$ cat src/rtl/load_store_unit.sv
// load_store_unit
//   MEM-stage data-memory access unit. It takes a load or store from the
//   EX/MEM register, runs one req/ack transaction on the data bus, and aligns
//   the data on the way out and on the way back. While the access is in
//   flight it holds the pipeline with StallM. It also flags misaligned or
//   illegal accesses and accesses that time out.
//
// Ports
//   clk, reset                  clock, asynchronous active-high reset
//   MemReadM, MemWriteM         load / store in MEM (mutually exclusive)
//   Funct3M                     size/sign: 000 B, 001 H, 010 W, 100 BU, 101 HU
//   ALUResultM, WriteDataM      byte address, LSB-justified store data
//   ReadDataM                   formatted load result (registered)
//   StallM                      hold IF..MEM while an access is pending
//   AccessFaultM                misaligned/illegal access (combinational)
//   BusErrM                     current access timed out (valid in DONE)
//   mem_req/we/addr/wdata/wstrb registered bus request
//   mem_ack, mem_rdata          one-cycle completion, read word
module load_store_unit #(
    parameter int unsigned TIMEOUT_CYCLES = 255  // 1..65535
) (
    input  logic        clk,
    input  logic        reset,
    input  logic        MemReadM,
    input  logic        MemWriteM,
    input  logic [2:0]  Funct3M,
    input  logic [31:0] ALUResultM,
    input  logic [31:0] WriteDataM,
    output logic [31:0] ReadDataM,
    output logic        StallM,
    output logic        AccessFaultM,
    output logic        BusErrM,
    output logic        mem_req,
    output logic        mem_we,
    output logic [31:0] mem_addr,
    output logic [31:0] mem_wdata,
    output logic [3:0]  mem_wstrb,
    input  logic        mem_ack,
    input  logic [31:0] mem_rdata
);

    typedef enum logic [1:0] {IDLE, BUSY, DONE} state_t;

    localparam logic [15:0] LAST_CNT = 16'(TIMEOUT_CYCLES - 1);

    state_t      state_q, state_d;
    logic        mem_req_q, mem_req_d;
    logic        mem_we_q, mem_we_d;
    logic [31:0] mem_addr_q, mem_addr_d;
    logic [31:0] mem_wdata_q, mem_wdata_d;
    logic [3:0]  mem_wstrb_q, mem_wstrb_d;
    logic [1:0]  off_q, off_d;
    logic [2:0]  funct3_q, funct3_d;
    logic [15:0] cnt_q, cnt_d;
    logic [31:0] read_data_q, read_data_d;
    logic        bus_err_q, bus_err_d;

    logic        mem_op, bad, access;
    logic [31:0] st_wdata;
    logic [3:0]  st_wstrb;

    // Select the byte/half addressed by the saved offset and extend it.
    function automatic logic [31:0] format_load(input logic [2:0]  f3,
                                                input logic [1:0]  off,
                                                input logic [31:0] rd);
        logic [7:0]  b;
        logic [15:0] h;
        b = 8'(rd >> {off, 3'b000});
        h = off[1] ? rd[31:16] : rd[15:0];
        case (f3)
            3'b000:  format_load = {{24{b[7]}}, b};
            3'b001:  format_load = {{16{h[15]}}, h};
            3'b100:  format_load = {24'b0, b};
            3'b101:  format_load = {16'b0, h};
            default: format_load = rd;
        endcase
    endfunction

    // Fault decode. BU/HU exist only for loads.
    always_comb begin
        // NOTE: every signal gets a value on every path through always_comb,
        // otherwise synthesis infers a latch to remember the old value.
        bad = 1'b1;
        case (Funct3M)
            3'b000:  bad = 1'b0;
            3'b001:  bad = ALUResultM[0];
            3'b010:  bad = |ALUResultM[1:0];
            3'b100:  bad = MemWriteM;
            3'b101:  bad = MemWriteM | ALUResultM[0];
            default: bad = 1'b1;
        endcase
    end

    assign mem_op       = MemReadM | MemWriteM;
    assign AccessFaultM = mem_op & bad;
    assign access       = mem_op & ~bad;

    // Store formatting: replicate the data across lanes so the byte enables
    // alone choose where it lands.
    always_comb begin
        st_wdata = 32'b0;
        st_wstrb = 4'b0000;
        if (MemWriteM) begin
            case (Funct3M[1:0])
                2'b00: begin
                    st_wdata = {4{WriteDataM[7:0]}};
                    st_wstrb = 4'b0001 << ALUResultM[1:0];
                end
                2'b01: begin
                    st_wdata = {2{WriteDataM[15:0]}};
                    st_wstrb = ALUResultM[1] ? 4'b1100 : 4'b0011;
                end
                default: begin
                    st_wdata = WriteDataM;
                    st_wstrb = 4'b1111;
                end
            endcase
        end
    end

    always_comb begin
        state_d     = state_q;
        mem_req_d   = mem_req_q;
        mem_we_d    = mem_we_q;
        mem_addr_d  = mem_addr_q;
        mem_wdata_d = mem_wdata_q;
        mem_wstrb_d = mem_wstrb_q;
        off_d       = off_q;
        funct3_d    = funct3_q;
        cnt_d       = cnt_q;
        read_data_d = read_data_q;
        bus_err_d   = bus_err_q;
        case (state_q)
            IDLE: begin
                if (access) begin
                    mem_req_d   = 1'b1;
                    mem_we_d    = MemWriteM;
                    mem_addr_d  = {ALUResultM[31:2], 2'b00};
                    mem_wdata_d = st_wdata;
                    mem_wstrb_d = st_wstrb;
                    off_d       = ALUResultM[1:0];
                    funct3_d    = Funct3M;
                    cnt_d       = 16'd0;
                    state_d     = BUSY;
                end
            end
            BUSY: begin
                if (mem_ack) begin
                    mem_req_d = 1'b0;
                    bus_err_d = 1'b0;
                    if (!mem_we_q) read_data_d = format_load(funct3_q, off_q, mem_rdata);
                    state_d   = DONE;
                end else if (cnt_q == LAST_CNT) begin
                    mem_req_d = 1'b0;
                    bus_err_d = 1'b1;
                    if (!mem_we_q) read_data_d = 32'b0;
                    state_d   = DONE;
                end else begin
                    cnt_d = cnt_q + 16'd1;
                end
            end
            default: begin  // DONE: the instruction leaves MEM at the end of this cycle
                bus_err_d = 1'b0;
                state_d   = IDLE;
            end
        endcase
    end

    always_ff @(posedge clk or posedge reset) begin
        if (reset) begin
            state_q     <= IDLE;
            mem_req_q   <= 1'b0;
            mem_we_q    <= 1'b0;
            mem_addr_q  <= 32'b0;
            mem_wdata_q <= 32'b0;
            mem_wstrb_q <= 4'b0;
            off_q       <= 2'b0;
            funct3_q    <= 3'b0;
            cnt_q       <= 16'd0;
            read_data_q <= 32'b0;
            bus_err_q   <= 1'b0;
        end else begin
            // NOTE: non-blocking assignments so every flop samples the values
            // from before this edge, regardless of statement order.
            state_q     <= state_d;
            mem_req_q   <= mem_req_d;
            mem_we_q    <= mem_we_d;
            mem_addr_q  <= mem_addr_d;
            mem_wdata_q <= mem_wdata_d;
            mem_wstrb_q <= mem_wstrb_d;
            off_q       <= off_d;
            funct3_q    <= funct3_d;
            cnt_q       <= cnt_d;
            read_data_q <= read_data_d;
            bus_err_q   <= bus_err_d;
        end
    end

    // Reset forces the stall low straight away, even while an instruction is
    // still sitting in MEM.
    assign StallM    = ~reset & (((state_q == IDLE) & access) | (state_q == BUSY));
    assign ReadDataM = read_data_q;
    assign BusErrM   = bus_err_q;
    assign mem_req   = mem_req_q;
    assign mem_we    = mem_we_q;
    assign mem_addr  = mem_addr_q;
    assign mem_wdata = mem_wdata_q;
    assign mem_wstrb = mem_wstrb_q;

endmodule

$ cat config.mk
export PLATFORM = sky130hd
export DESIGN_NAME = load_store_unit
export DESIGN_NICKNAME = d
export VERILOG_FILES = /design/src/rtl/load_store_unit.sv
export SDC_FILE = /design/constraint.sdc
export NUM_CORES = 1
export LEC_CHECK = 0
export CORE_ASPECT_RATIO = 1.25
export CORE_MARGIN = 8
export CORE_UTILIZATION = 40
export CTS_CLUSTER_DIAMETER = 80
export CTS_CLUSTER_SIZE = 25
export DETAILED_ROUTE_END_ITERATION = 12
export PLACE_DENSITY = 0.72
export SYNTH_ARGS = -nofsm -noshare
export SYNTH_HDL_FRONTEND = slang
export SYNTH_SLANG_ARGS = --single-unit
$ cat constraint.sdc
create_clock -name clk -period 9.4 [get_ports clk]
set_input_delay 1.41 -clock clk [delete_from_list [all_inputs] [get_ports clk]]
set_output_delay 1.41 -clock clk [all_outputs]
set_load 0.02 [all_outputs]
==> qor.txt, run 1 <==
GRT
--------------------------------------------------------------------------------------
Largest net degree at the start of global routing                                   91
Initial antenna violation count                                                      0
First-pass GRT wire length                                                31200 microns
Aggregate global routing overflow                                                    0
Overall global routing resource usage                                            20.2%
Vias in the first global route                                                    5907

POWER
--------------------------------------------------------------------------------------
Total power                                                                    2.58 mW
Net switching power                                                           0.916 mW
Part of the power in combinational logic                                         39.2%
Worst supply voltage drop on vdd                                              0.138 mV
Fraction of power spent switching nets                                           35.5%
Sequential group share of total power                                            32.6%
Power density of the placed cells                                          287 nW/um^2
Clock group share of total power                                                 28.1%
Internal power                                                                 1.66 mW
Static Leakage                                                                 4.00 nW

STA
--------------------------------------------------------------------------------------
Final number of setup-violating endpoints                                            0
Final max-slew violation count                                                       0
Worst Skew                                                                  0.00796 ns
Slew at the pin closest to its max-slew limit                                  1.34 ns
Final hold vios                                                                      0
Max_slew headroom                                                                10.2%
Highest achievable clock rate                                                  179 MHz
Setup repair after global routing missed its margin                                 no
Minimum period implied by the final worst setup slack                          5.58 ns
Final clock period utilization by the worst path                                 59.3%
Sum Neg Setup Slack                                                               0 ns

CTS
--------------------------------------------------------------------------------------
Num Clock Sinks                                                                    124
Clk_lat worst skew                                                             0.41 ns
H-tree depth                                                                         4
Clock slew at the register clock pins of the worst setup and hold paths        0.05 ns
Setup Buffers After CTS                                                              0
Total CTS buffers                                                                   17
Clock root buffer                                                            clkbuf_16
Cts repair resizes                                                                   0
Number of buffers added to fix hold violations after cts                             0
TritonCTS clock tree                                                             built
Maximum root-to-sink buffer count                                                    2

ROUTING
--------------------------------------------------------------------------------------
Detailed-route DRC error count                                                       0
First drt pass iteration count                                                       5
ANT nets after route                                                                 0
Aggregate routed wire length                                              19500 microns
Detailed-route vias per instance                                                  5.44
DRC marker count from the first detailed-route iteration                           496
Post-detailed-route wirelength per cell                                   19.0 microns
Via count                                                                         5583

HOLD PATH
--------------------------------------------------------------------------------------
Min-Delay Path Class                                                           reg2reg

SYNTHESIS
--------------------------------------------------------------------------------------
Number of warnings printed during yosys synthesis                                    0
Share of Yosys cell area claimed by the top area cell type                       50.7%
Most used flip-flop cell after synthesis                                       dfrtp_1
Library cell occupying the most area in the post-synthesis netlist             dfrtp_1
Synth async-reset ratio                                                           100%
Number of instances in the synthesized netlist                                     643
Most area-consuming cells after synthesis                                 dfrtp_1, nand2_1, mux2i_1
Number of flops mapped to enable cells by yosys                                      0
Register area share after synthesis                                              50.7%
Average cell area after synthesis                                           9.52 sq um
Synth unique cells                                                                  52
Number of flip-flops and latches in the synthesized netlist                        124
Total standard cell area after synthesis                                    6120 sq um

FINISH
--------------------------------------------------------------------------------------
Count of antenna diodes in the layout                                                0
Post-layout nets                                                                   937
Filler Cell Count                                                                 1260
Area grow syn2layout                                                             46.4%
Ratio of cells with drive above 1 in the final layout                            8.06%
Top library cells by usage in the layout, fill and taps aside             clkdlybuf4s50_1, nand2_1, dfrtp_1
Commonest non-fill, non-tap cell in the layout                            clkdlybuf4s50_1
Final Instance Count excl. Fillers                                                1026

SETUP PATH
--------------------------------------------------------------------------------------
Peak fanout along the critical path                                                 14
Arrival @ worst endpoint                                                       4.17 ns
Worst Setup End Kind                                                       output port
Startpoint type of the worst setup path                                   primary input
Crit Path Category                                                              in2out
Data required time of the worst path                                           7.99 ns

PLACED DESIGN
--------------------------------------------------------------------------------------
Final RePlAce weighted congestion                                                0.909
Cell count after placement                                                         994
Count of input and output buffers                                                  206
Placed wire-length estimate                                               14100 microns

DIE
--------------------------------------------------------------------------------------
Die Area                                                                   19500 sq um
Chip height                                                                154 microns
Initial Util                                                                     40.9%
Placeable core area                                                        15000 sq um
Standard-cell row count                                                             50
Number of ports placed on the die boundary                                         209
Die extent in x                                                            127 microns

STATUS
--------------------------------------------------------------------------------------
Run status                                                                finished, final reports clean

JOB
--------------------------------------------------------------------------------------
Maxcap violations                                                                    0

critical path, stage by stage:
cell,delay (ns)
clkdlybuf4s50_1,0.76
or4_4,0.71
a2111o_2,0.47
a21oi_1,0.16
clkdlybuf4s50_1,0.66
state kept, by name, indices dropped and copies added (netlist names):
| register | cells |
|---|---|
| mem_req | 1 |
| state_q | 2 |
| cnt_q | 16 |
| off_q | 2 |
| mem_wdata | 32 |
| mem_we | 1 |
| mem_addr | 30 |
| funct3_q | 3 |
| BusErrM | 1 |
| ReadDataM | 32 |
| mem_wstrb | 4 |
power groups by stage:
stage	Sequential, mW	Clock, mW	Combinational, mW
3_3_place_gp	0.836	0	1.00
2_1_floorplan	1.00	0	0.361
3_5_place_dp	0.847	0	1.02
6_report	0.841	0.724	1.01
4_1_cts	0.841	0.735	1.02
5_1_grt	0.864	0.762	1.08
synth_stat cells, types with 4 or more instances:
cell type  count
a21oi_1       15
a221oi_1       7
a22o_1         9
a32o_1         7
buf_2          4
clkbuf_1      35
dfrtp_1      124
inv_1         26
mux2_2        10
mux2_4         5
mux2i_1       45
nand2_1      174
nand2b_1      13
nand3_1        6
nand4_1        4
nor2_1        19
o211ai_1      21
o21ai_0       43
o221ai_1       8
o22ai_1       10
o311ai_0       6
o31ai_1        9
or2_2          4
layout make-up:
class	count	area, sq um	area share [%]
Clock buffer	18	439	4.90
Tap cell	182	228	2.54
Multi-Input combinational cell	448	2760	30.8
Sequential cell	124	3100	34.6
Inverter	27	104	1.16
Clock inverter	14	218	2.43
Timing Repair Buffer	213	2110	23.6
stage by stage:
stage                     hold slack, ns  worst slack [ns]  instance area [sq um]  util, %
after floorplan                    0.460              4.69                   6120        -
after global placement             0.457              3.82                   8310     55.5
after detailed placement           0.463              3.81                   8310     55.5
after CTS                          0.476              3.79                   8960     59.9
after global routing               0.500              3.70                   8960     59.9
final                              0.470              3.82                   8960     59.9
metal layers:
| layer | global-route usage (%) | share of wire [%] |
|---|---|---|
| met2 | 35.5 | 51 |
| met1 | 21.8 | 39 |
| met4 | 9.25 | 3.0 |
| met5 | 0 | 0 |
| met3 | 6.23 | 6.5 |
kinds of logic after synthesis:
| group | after synthesis | share of synthesized area [%] |
|---|---|---|
| compound gates | 148 | 16.8 |
| fa+ha+maj | 2 | 0.409 |
| other cells | 1 | 0.0613 |
| buf+inv | 72 | 4.68 |
| flops | 124 | 50.7 |
| mux | 60 | 10.4 |
| simple gates | 236 | 16.9 |
worst paths after layout:
kind,start,end,slack [ns],cells after the start
worst min-delay path,mem_addr[27],mem_addr[27],0.47,2
worst max-delay path,Funct3M[0],StallM,3.82,5
min in group asynchronous,reset,cnt_q[12],1.47,2
worst max register to register,funct3_q[1],ReadDataM[30],6.65,4
max in group asynchronous,reset,mem_addr[25],6.48,3
worst min register to register,mem_addr[27],mem_addr[27],0.47,2
Note: power is estimated with default switching activity, not from simulation.
==> run 2, diff against run 1 <==
==> constraint.sdc (replaced) <==
create_clock -name clk -period 5.4 [get_ports clk]
set_input_delay 0.81 -clock clk [delete_from_list [all_inputs] [get_ports clk]]
set_output_delay 0.81 -clock clk [all_outputs]
set_load 0.02 [all_outputs]
==> qor.txt, run 2 (synthesis results as in run 1) <==
STA
--------------------------------------------------------------------------------------
Final clock period utilization by the worst path                                 76.0%
Minimum period implied by the final worst setup slack                          4.11 ns
Highest achievable clock rate                                                  244 MHz
Final hold vios                                                                      0   unchanged
Max_slew headroom                                                                11.3%   +1.1 points
Sum Neg Setup Slack                                                               0 ns   unchanged
Worst Skew                                                                  0.00679 ns   -0.00117 ns
Final max-slew violation count                                                       0   unchanged
Final number of setup-violating endpoints                                            0   unchanged
Setup repair after global routing missed its margin                                 no
Slew at the pin closest to its max-slew limit                                  1.32 ns   -0.0220 ns
Smallest setup slack after layout                                              1.29 ns   -2.53 ns

ROUTING
--------------------------------------------------------------------------------------
Via count                                                                         5666   +1.5%
DRC marker count from the first detailed-route iteration                           517   +4.2%
Aggregate routed wire length                                              19700 microns   +1.3%
ANT nets after route                                                                 0   unchanged
Detailed-route DRC error count                                                       0   unchanged
Post-detailed-route wirelength per cell                                   19.2 microns   +1.1%
First drt pass iteration count                                                       5   unchanged
Detailed-route vias per instance                                                  5.51   +1.3%

STATUS
--------------------------------------------------------------------------------------
Run status                                                                finished, final reports clean

SETUP PATH
--------------------------------------------------------------------------------------
Peak fanout along the critical path                                                 14   unchanged
Path depth of the worst reg2reg path                                                 5   +1
Reg-to-reg endpoint                                                       ReadDataM[2]
Capture point of the worst path                                                 StallM
Arrival @ worst endpoint                                                       3.30 ns   -0.87 ns
Minimum setup slack among reg-to-reg paths                                     2.54 ns   -4.11 ns
Launch point of the worst reg-to-reg path                                    cnt_q[12]
Crit Path Category                                                              in2out
Data required time of the worst path                                           4.59 ns   -3.40 ns
First element of the critical path                                          Funct3M[0]
Startpoint type of the worst setup path                                   primary input
Worst Setup End Kind                                                       output port

POWER
--------------------------------------------------------------------------------------
Static Leakage                                                                 4.00 nW   about the same
Power density of the placed cells                                          495 nW/um^2   +72%
Total power                                                                    4.43 mW   +72%
Worst supply voltage drop on vdd                                              0.207 mV   +50%

GRT
--------------------------------------------------------------------------------------
First-pass GRT wire length                                                31300 microns   +0.33%
Aggregate global routing overflow                                                    0   unchanged
Overall global routing resource usage                                            20.3%   +0.050 points
Largest net degree at the start of global routing                                   91   unchanged
Vias in the first global route                                                    5921   +0.24%
Initial antenna violation count                                                      0   unchanged

FINISH
--------------------------------------------------------------------------------------
Area grow syn2layout                                                             46.2%
Post-layout nets                                                                   939   +0.21%
Top library cells by usage in the layout, fill and taps aside             clkdlybuf4s50_1, nand2_1, dfrtp_1
Count of antenna diodes in the layout                                                0   unchanged
Commonest non-fill, non-tap cell in the layout                            clkdlybuf4s50_1
Filler Cell Count                                                                 1276   +1.3%
Ratio of cells with drive above 1 in the final layout                            8.16%   +0.099 points

DIE
--------------------------------------------------------------------------------------
Placeable core area                                                        15000 sq um   unchanged
Standard-cell row count                                                             50   unchanged
Initial Util                                                                     40.9%   unchanged
Die extent in x                                                            127 microns   unchanged
Die Area                                                                   19500 sq um   unchanged
Number of ports placed on the die boundary                                         209   unchanged
Chip height                                                                154 microns   unchanged

CTS
--------------------------------------------------------------------------------------
Total CTS buffers                                                                   17   unchanged
H-tree depth                                                                         4   unchanged
Setup Buffers After CTS                                                              0   unchanged
TritonCTS clock tree                                                             built
Num Clock Sinks                                                                    124   unchanged
Maximum root-to-sink buffer count                                                    2   unchanged
Clk_lat worst skew                                                             0.41 ns   about the same
Number of buffers added to fix hold violations after cts                             0   unchanged
Clock root buffer                                                            clkbuf_16
Cts repair resizes                                                                   0   unchanged
Clock slew at the register clock pins of the worst setup and hold paths        0.05 ns   about the same

JOB
--------------------------------------------------------------------------------------
Maxcap violations                                                                    0   unchanged

PLACED DESIGN
--------------------------------------------------------------------------------------
Setup Slack @ Placement                                                        1.29 ns   -2.51 ns
Count of input and output buffers                                                  206   unchanged
Placed wire-length estimate                                               14200 microns   +0.72%
Final RePlAce weighted congestion                                                0.915   +0.60%

HOLD PATH
--------------------------------------------------------------------------------------
Min-Delay Path Class                                                           reg2reg

## run 2: how the worst min path moves through the flow
stage / start / end / slack (ns) / depth (start not counted)
2_1_floorplan: cnt_q[15] / cnt_q[15] / 0.46 / 1
3_3_place_gp: mem_addr[6] / mem_addr[6] / 0.46 / 2
3_5_place_dp: mem_addr[14] / mem_addr[14] / 0.46 / 2
4_1_cts: mem_addr[6] / mem_addr[6] / 0.48 / 2
5_1_grt: mem_addr[7] / mem_addr[7] / 0.50 / 2
6_report: mem_addr[6] / mem_addr[6] / 0.47 / 2
## run 2: power by group
part           switching, mW  total, mW  internal (mW)
registers              0.230       1.46           1.23
logic                  0.935       1.77          0.831
clock network          0.409       1.20          0.793
total                   1.57       4.43           2.85
## run 2: area by class of cell
class	count	area (sq um)	area share [%]
inverters	27	104	1.16
clock buffers	20	457	5.10
multi-input cells	448	2760	30.8
well taps	182	228	2.55
clock inverters	12	169	1.89
flip-flops and latches	124	3100	34.7
repair buffers	215	2130	23.8
## run 2: layer usage
layer	GRT usage, %	routed length [microns]	vias to the layer above
met3	4.85	1130	54
met4	12.2	818	0
met1	22.1	7700	2768
li1	-	-	2638
met5	0	0	-
met2	35.0	10100	206
## run 2: metrics by stage
step	std cells	hold slack (ns)	area [sq um]	utilization, %
final	1028	0.468	8950	59.8
after global routing	1028	0.505	8950	59.8
after CTS	1028	0.475	8950	59.8
after detailed placement	996	0.462	8320	55.6
after global placement	996	0.457	8320	55.6
after floorplan	644	0.460	6120	-
## run 2: worst max-delay path, stage by stage
cell and delay, ns:
clkdlybuf4s50_1 0.39, buf_4 0.20, or4_4 0.58, a2111o_2 0.48
a21oi_1 0.17, clkdlybuf4s50_1 0.65
==> run 3, diff against run 2 <==
==> constraint.sdc (replaced) <==
create_clock -name clk -period 4.1 [get_ports clk]
set_input_delay 0.615 -clock clk [delete_from_list [all_inputs] [get_ports clk]]
set_output_delay 0.615 -clock clk [all_outputs]
set_load 0.02 [all_outputs]
==> qor.txt, run 3 (synthesis results as in run 1) <==
STATUS
--------------------------------------------------------------------------------------
Run status                                                                finished, final reports clean

GRT
--------------------------------------------------------------------------------------
Aggregate global routing overflow                                                    0   unchanged
Initial antenna violation count                                                      0   unchanged
Largest net degree at the start of global routing                                   91   unchanged
Vias in the first global route                                                    5939   +0.30%
Most utilized layer in the global route result                                    met2
First-pass GRT wire length                                                31600 microns   +0.81%
Grt met2 use                                                                     36.2%   +1.1 points
Global Route met3 Usage                                                          5.71%   +0.86 points
Met1 usage                                                                       21.8%   -0.28 points
Overall global routing resource usage                                            20.4%   +0.12 points

SETUP PATH
--------------------------------------------------------------------------------------
Arrival @ worst endpoint                                                       2.99 ns   -0.31 ns
Cell breakdown of the critical path                                       clkdlybuf4s50_1 > or4_4 > a2111o_2 > a21oi_1 > clkdlybuf4s50_1
Worst Setup End Kind                                                       output port
Crit Path Category                                                              in2out
Crit-path max cell delay                                                       0.65 ns   about the same
Critical Path Most Common Cell                                            clkdlybuf4s50_1
Data required time of the worst path                                           3.48 ns   -1.11 ns
Critical-path cell with the highest stage delay                           clkdlybuf4s50_1
Family of cells with the greatest summed delay on the critical path       buffers and inverters
Startpoint type of the worst setup path                                   primary input
Peak fanout along the critical path                                                  6   -8
Worst path buffer plus inverter count                                                2   -1

FINISH
--------------------------------------------------------------------------------------
Filler Cell Count                                                                 1265   -0.86%
Ratio of cells with drive above 1 in the final layout                            8.49%   +0.33 points
Top library cells by usage in the layout, fill and taps aside             clkdlybuf4s50_1, nand2_1, dfrtp_1
Fin util                                                                         60.1%   +0.26 points
Area grow syn2layout                                                             46.8%
Post-layout nets                                                                   941   +0.21%
Commonest non-fill, non-tap cell in the layout                            clkdlybuf4s50_1
Final Instance Area                                                         8980 sq um   +0.43%
Count of antenna diodes in the layout                                                0   unchanged

CTS
--------------------------------------------------------------------------------------
Clock root buffer                                                            clkbuf_16
Total CTS buffers                                                                   17   unchanged
H-tree depth                                                                         4   unchanged
Number of buffers added to fix hold violations after cts                             0   unchanged
Maximum root-to-sink buffer count                                                    2   unchanged
Cts repair resizes                                                                   0   unchanged
Setup Buffers After CTS                                                              0   unchanged
TritonCTS clock tree                                                             built
Clk_lat worst skew                                                             0.42 ns   about the same
Num Clock Sinks                                                                    124   unchanged
Clock slew at the register clock pins of the worst setup and hold paths        0.06 ns   about the same

PLACED DESIGN
--------------------------------------------------------------------------------------
Setup Slack @ Placement                                                       0.494 ns   -0.800 ns
Post-place instance area                                                    8350 sq um   +0.33%
Count of input and output buffers                                                  206   unchanged
Placed wire-length estimate                                               14400 microns   +1.2%
Final RePlAce weighted congestion                                                0.905   -1.1%

DIE
--------------------------------------------------------------------------------------
Placeable core area                                                        15000 sq um   unchanged
Standard-cell row count                                                             50   unchanged
Die Area                                                                   19500 sq um   unchanged
Chip height                                                                154 microns   unchanged
Die extent in x                                                            127 microns   unchanged
Initial Util                                                                     40.9%   unchanged
Number of ports placed on the die boundary                                         209   unchanged

STA
--------------------------------------------------------------------------------------
Smallest setup slack after layout                                             0.490 ns   -0.804 ns
Final hold vios                                                                      0   unchanged
Setup repair after global routing missed its margin                                 no
Final max-slew violation count                                                       0   unchanged
Max_slew headroom                                                                17.0%   +5.8 points
Final clock period utilization by the worst path                                 88.0%
Worst Skew                                                                  0.00808 ns   +0.00129 ns
Sum Neg Setup Slack                                                               0 ns   unchanged
Slew at the pin closest to its max-slew limit                                  1.24 ns   -0.0824 ns
Final number of setup-violating endpoints                                            0   unchanged
Minimum period implied by the final worst setup slack                          3.61 ns
Highest achievable clock rate                                                  277 MHz

POWER
--------------------------------------------------------------------------------------
Power density of the placed cells                                          654 nW/um^2   +32%
Sequential group share of total power                                            32.8%   -0.2 points
Net switching power                                                            2.13 mW   +35%
Worst supply voltage drop on vdd                                              0.296 mV   +43%
Clock group share of total power                                                 27.6%   +0.5 points
Total power                                                                    5.88 mW   +33%
Internal power                                                                 3.75 mW   +31%
Static Leakage                                                                 4.02 nW   +0.32%
Fraction of power spent switching nets                                           36.2%   +0.67 points
Part of the power in combinational logic                                         39.7%   -0.2 points

ROUTING
--------------------------------------------------------------------------------------
First drt pass iteration count                                                       5   unchanged
Detailed-route DRC error count                                                       0   unchanged
ANT nets after route                                                                 0   unchanged
Post-detailed-route wirelength per cell                                   19.2 microns   +0.22%
Detailed-route vias per instance                                                  5.50   -0.21%
Aggregate routed wire length                                              19800 microns   +0.42%
DRC marker count from the first detailed-route iteration                           382   -26%
Via count                                                                         5665   -0.018%

JOB
--------------------------------------------------------------------------------------
Maxcap violations                                                                    0   unchanged

HOLD PATH
--------------------------------------------------------------------------------------
Min-Delay Path Class                                                           reg2reg

[run 3: final cells by class]
class | count | area (sq um) | area share [%]
Tap cell | 182 | 228 | 2.53
Clock inverter | 15 | 211 | 2.35
Multi-Input combinational cell | 448 | 2760 | 30.7
Clock buffer | 17 | 425 | 4.73
Sequential cell | 124 | 3100 | 34.5
Inverter | 27 | 104 | 1.16
Timing Repair Buffer | 217 | 2160 | 24.0
[run 3: path summary, 6_finish.rpt]
check	slack [ns]	to	startpoint	depth (start not counted)
worst min-delay path	0.47	mem_addr[17]	mem_addr[17]	2
worst min register to register	0.47	mem_addr[17]	mem_addr[17]	2
worst max register to register	1.53	ReadDataM[5]	cnt_q[0]	7
max in group asynchronous	2.60	mem_wdata[10]	reset	3
min in group asynchronous	0.67	cnt_q[1]	reset	2
worst max-delay path	0.49	StallM	Funct3M[0]	5
[run 3: power by group through the flow]
stage | Sequential [mW] | Combinational (mW) | Clock (mW)
2_1_floorplan | 2.30 | 0.827 | 0
3_3_place_gp | 1.92 | 2.30 | 0
3_5_place_dp | 1.94 | 2.34 | 0
4_1_cts | 1.93 | 2.35 | 1.65
5_1_grt | 1.98 | 2.49 | 1.70
6_report | 1.93 | 2.33 | 1.62
[run 3: worst reg2reg max path, delay by kind of cell (launching register included)]
family | cells | cell delay (ns)
simple gates | 2 | 0.17
buf+inv | 2 | 0.25
fa+ha+maj | 1 | 0.22
compound gates | 1 | 0.95
flops | 1 | 0.41
mux | 1 | 0.45
[run 3: through the flow]
step                std cells  hold slack, ns
floorplan                 644           0.460
global placement          998           0.458
detailed placement        998           0.461
CTS                      1030           0.476
global route             1030           0.493
finish                   1030           0.472
[run 3: layer usage]
metal	routed length, microns	share of wire (%)
met5	0	0
met1	7490	38
met2	10400	53
met4	583	2.9
met3	1310	6.6
